==> config.mk <==
export PLATFORM = sky130hd
export DESIGN_NAME = debounce_sync
export DESIGN_NICKNAME = d
export VERILOG_FILES = /design/src/rtl/debounce_sync.sv
export SDC_FILE = /design/constraint.sdc
export NUM_CORES = 1
export LEC_CHECK = 0
export ABC_AREA = 1
export BUFFER_PORTS_ARGS = -buffer_cell sky130_fd_sc_hd__buf_2
export CAP_MARGIN = 20
export CORE_ASPECT_RATIO = 1.5
export CORE_UTILIZATION = 55
export CTS_CLUSTER_DIAMETER = 40
export DETAILED_ROUTE_END_ITERATION = 6
export PLACE_DENSITY = 0.74
export SLEW_MARGIN = 0
export SYNTH_ARGS = -nofsm -noshare
export SYNTH_HDL_FRONTEND = slang
export SYNTH_SLANG_ARGS = --single-unit
==> constraint.sdc <==
create_clock -name clk -period 1.5 [get_ports clk]
set_input_delay 0.45 -clock clk [delete_from_list [all_inputs] [get_ports clk]]
set_output_delay 0.45 -clock clk [all_outputs]
set_load 0.02 [all_outputs]
==> src/rtl/debounce_sync.sv <==
// Synchronises a raw asynchronous level into clk and only passes a new level to
// dout after it has held for DEBOUNCE_CYCLES; aborted candidates are reported.
module debounce_sync #(
    parameter int   SYNC_STAGES     = 2,
    parameter int   DEBOUNCE_CYCLES = 50000,
    parameter int   CNT_WIDTH       = 16,
    parameter logic RESET_LEVEL     = 1'b0
) (
    input  logic       clk,
    input  logic       rst,
    input  logic       din_async,
    input  logic       i_clr_glitch,
    output logic       dout,
    output logic       o_settling,
    output logic       o_glitch,
    output logic [7:0] o_glitch_count
);

    localparam logic [1:0] ST_STABLE_LO = 2'd0;
    localparam logic [1:0] ST_CHK_HI    = 2'd1;
    localparam logic [1:0] ST_STABLE_HI = 2'd2;
    localparam logic [1:0] ST_CHK_LO    = 2'd3;
    localparam logic [1:0] ST_RESET     = RESET_LEVEL ? ST_STABLE_HI : ST_STABLE_LO;
    localparam logic [CNT_WIDTH-1:0] CNT_LAST = CNT_WIDTH'(DEBOUNCE_CYCLES - 1);

    logic [SYNC_STAGES-1:0] r_sync;
    logic [1:0]             r_state;
    logic [CNT_WIDTH-1:0]   r_cnt;
    logic                   r_dout;
    logic                   r_glitch;
    logic [7:0]             r_glitch_count;

    logic                   w_s;
    logic [1:0]             w_state_next;
    logic [CNT_WIDTH-1:0]   w_cnt_next;
    logic                   w_dout_next;
    logic                   w_glitch_evt;

    // Plain flop chain: nothing but the previous stage may feed these flops.
    always_ff @(posedge clk or posedge rst) begin
        if (rst) begin
            r_sync <= {SYNC_STAGES{RESET_LEVEL}};
        end else begin
            r_sync <= {r_sync[SYNC_STAGES-2:0], din_async};
        end
    end

    assign w_s = r_sync[SYNC_STAGES-1];

    always_comb begin
        w_state_next = r_state;
        w_cnt_next   = r_cnt;
        w_dout_next  = r_dout;
        w_glitch_evt = 1'b0;
        case (r_state)
            ST_STABLE_LO: begin
                if (w_s) begin
                    w_state_next = ST_CHK_HI;
                    w_cnt_next   = '0;
                end
            end
            ST_CHK_HI: begin
                if (!w_s) begin
                    w_state_next = ST_STABLE_LO;
                    w_glitch_evt = 1'b1;
                end else if (r_cnt == CNT_LAST) begin
                    w_state_next = ST_STABLE_HI;
                    w_dout_next  = 1'b1;
                end else begin
                    w_cnt_next = r_cnt + 1'b1;
                end
            end
            ST_STABLE_HI: begin
                if (!w_s) begin
                    w_state_next = ST_CHK_LO;
                    w_cnt_next   = '0;
                end
            end
            ST_CHK_LO: begin
                if (w_s) begin
                    w_state_next = ST_STABLE_HI;
                    w_glitch_evt = 1'b1;
                end else if (r_cnt == CNT_LAST) begin
                    w_state_next = ST_STABLE_LO;
                    w_dout_next  = 1'b0;
                end else begin
                    w_cnt_next = r_cnt + 1'b1;
                end
            end
            default: begin
                w_state_next = ST_RESET;
                w_dout_next  = RESET_LEVEL;
            end
        endcase
    end

    always_ff @(posedge clk or posedge rst) begin
        if (rst) begin
            r_state  <= ST_RESET;
            r_cnt    <= '0;
            r_dout   <= RESET_LEVEL;
            r_glitch <= 1'b0;
        end else begin
            r_state  <= w_state_next;
            r_cnt    <= w_cnt_next;
            r_dout   <= w_dout_next;
            r_glitch <= w_glitch_evt;
        end
    end

    // A clear on the same cycle as an abort wins over the increment.
    always_ff @(posedge clk or posedge rst) begin
        if (rst) begin
            r_glitch_count <= '0;
        end else if (i_clr_glitch) begin
            r_glitch_count <= '0;
        end else if (w_glitch_evt && (r_glitch_count != 8'hFF)) begin
            r_glitch_count <= r_glitch_count + 8'd1;
        end
    end

    assign dout           = r_dout;
    assign o_settling     = (r_state == ST_CHK_HI) || (r_state == ST_CHK_LO);
    assign o_glitch       = r_glitch;
    assign o_glitch_count = r_glitch_count;

endmodule

==> impl_metrics.py <==
metrics = {
    "cts": {
        "numCtsBuffers": 5,
        "cts.clk_slew.worst_paths_ps": 60,
        "cts_tree": "built",
        "cts_hold_buf": 0,
        "cts_sinks": 30,
        "cts-htree-levels": 2,
        "cts-root-buf": "clkbuf_8",
        "clockBufferDepth": 2,
        "clock_latency_ps": 290,
    },
    "global_routing": {
        "grt_max_degree": 31,
        "grt-ovfl-total": 0,
        "grt_pass1_vias": 1563,
        "antenna_found_initial": 0,
        "track_usage_pct": 27.2,
        "grt_pass1_wl_mm": 6.40,
    },
    "detailed_routing": {
        "num_vias": 1581,
        "antenna_left": 0,
        "drc_errors": 0,
        "vias_per_cell": 5.24,
        "totalWireLength_mm": 3.92,
        "firstDrtPassIters": 5,
        "drt_iter0_drc": 39,
        "wire_per_inst_um": 13.0,
    },
    "synth": {
        "ys_ff_latch": 30,
        "yosysSeqAreaShare_pct": 43.5,
        "synth_area_um2": 1730,
        "synth_warnings": 0,
        "synth_area_per_cell_um2": 7.61,
        "synth_cells": 227,
        "syn-num-nets": 233,
        "synthDistinctLibCells": 26,
    },
    "floorplanning": {
        "rows": 24,
        "core-area_um2": 2940,
        "die-area_um2": 3370,
        "dieWidth_um": 47.8,
        "floorplan.initialDensity_pct": 58.7,
        "die_height_um": 70.6,
        "ioPinCount": 15,
    },
    "sta": {
        "whs_ps": 251,
        "max-slew-margin-rel_pct": 74.8,
        "timing.fmax_ghz": 0.689,
        "tightest_slew_ps": 378,
        "fin_ws_ps": 49.3,
        "hold_viol": 0,
        "setup_viol": 0,
        "skew_ps": 4.49,
        "layout_min_cycle_time_ps": 1450,
        "rsz0062_at_grt": "true",
        "slew_viol_final": 0,
        "fin_crit_sh_pct": 96.7,
    },
    "placement": {
        "io_buffers": 14,
        "dp_slack_ps": -7.72,
        "dp_hpwl_mm": 2.79,
        "gp_congestion": 0.913,
    },
    "finish": {
        "final_cell_mix": "nand2_1 (71), dfrtp_1 (26), nor2_1 (24)",
        "final_nets": 268,
        "multi_input_area_um2": 866,
        "final-seq-area_um2": 756,
        "drive_gt1_share_pct": 24.3,
        "fill_cells": 269,
        "areaGrowthSynthToFinish_pct": 24.1,
        "final_common_cell": "nand2_1",
        "antenna_cells": 0,
    },
    "worst_setup_path": {
        "slowest_delay_ps": 420,
        "r2r_end": "r_cnt[15]",
        "criticalPathCategory": "flip-flop to primary output",
        "path_max_fanout": 4,
        "rr_startpoint": "r_cnt[6]",
        "cp-startpoint": "r_state[0]",
        "critPathRequiredTime_ps": 1050,
        "end_kind": "primary output",
        "critical_path.slowest_cell": "dfrtp_1",
        "critPathLaunchType": "flip-flop",
        "reg2regPathDepth": 7,
        "crit_arrival_ps": 1000,
        "path_cells": "buf_6 > buf_2",
        "endpoint": "o_settling",
        "reg2reg_slack_ps": 80,
    },
    "outcome": {
        "status": "finished, final reports clean",
    },
    "pwr": {
        "ir_drop_mv": 0.702,
        "p_total_mw": 2.01,
        "power.leakage_nw": 0.971,
        "power_density_nw_per_um2": 936,
    },
    "job": {
        "maxCapViolations": 0,
    },
    "worst_hold_path": {
        "holdCritPathClass": "primary input to asynchronous set/reset pin",
    },
}
## worst min-delay path by stage
stage / endpoint / cells after the start / slack, ps
after global placement: r_sync[1] / 0 / 340
after global routing: r_sync[0] / 1 / 260
final: r_cnt[13] / 3 / 250
after detailed placement: r_sync[1] / 0 / 340
after floorplan: r_sync[1] / 0 / 330
after CTS: r_sync[0] / 1 / 260
## final cells by class
cell class	count	share of cell area (%)
Clock buffer	6	3.85
Clock inverter	2	2.80
Inverter	21	3.91
Multi-Input combinational cell	171	40.4
Sequential cell	30	35.3
Tap cell	39	2.28
Timing Repair Buffer	33	11.5
## logic make-up after synthesis
group                      Yosys count  synth area share [%]
adders and majority gates            2                  1.45
AOI/OAI and AO/OA                   23                  7.68
and+or+nand+nor                    136                  34.2
buffers and inverters               26                  7.68
xor gates and xnor gates            10                  5.51
DFF                                 30                  43.5
## through the flow
step | utilization, % | TNS, ps | std cells | area, um^2
after floorplan | - | 0 | 227 | 1730
after global placement | 65.2 | 0 | 290 | 1920
after detailed placement | 65.2 | -7.72 | 290 | 1920
after CTS | 70.4 | 0 | 298 | 2070
after global routing | 72.8 | -64.7 | 302 | 2140
final | 72.8 | 0 | 302 | 2140
## state kept, by name, indices dropped and copies added (netlist names), named ones only
name / cells
o_glitch: 1
o_glitch_count: 8
r_state: 1
r_cnt: 16
r_sync: 2
dout: 1
## critical path, delay by kind of cell, from the launching register on
family	cells	cell delay, ps
buf+inv	2	300
flops	1	420
## routing by layer
metal  GRT usage [%]  share of wire (%)  vias up
met3            6.12                2.7       15
met4            16.0                3.8        0
met1            28.6                 39      738
li1                -                  -      796
met5               0                  0        -
met2            45.9                 55       32
## cell usage after synthesis
cell type	count	share of area, %
nand4_1	8	2.9
nand3_1	21	6.1
dfrtp_1	30	43
inv_2	1	0.22
o21bai_1	1	0.43
o21ai_1	2	0.58
nand2_4	1	0.65
nor2_1	27	5.9
xor2_1	5	2.5
o21ai_0	16	4.6
buf_8	2	1.7
buf_6	1	0.65
ha_1	2	1.4
nor3_1	2	0.58
inv_4	1	0.36
buf_2	2	0.58
nand2_1	71	15
xor2_2	1	0.94
o21ai_2	4	2.0
xnor2_1	4	2.0
nand2_2	1	0.36
nand3_2	1	0.58
nor2_2	1	0.36
nor2_4	1	0.65
inv_1	19	4.1
or2_2	2	0.72
## report_power, final
part	leakage [nW]	internal, mW	total [mW]	switching (mW)
clock network	0.0714	0.708	1.02	0.315
logic	0.498	0.0544	0.141	0.0865
registers	0.402	0.827	0.842	0.0152
## repair_timing
| item | in CTS | in global routing |
|---|---|---|
| pin swaps | 0 | 2 |
| buffers inserted | 0 | 3 |
| resized for setup | 2 | 10 |
| cloned | 0 | 1 |
| endpoints found under the setup margin | 3 | 19 |
No activity file was read; power rests on OpenSTA's default activity.
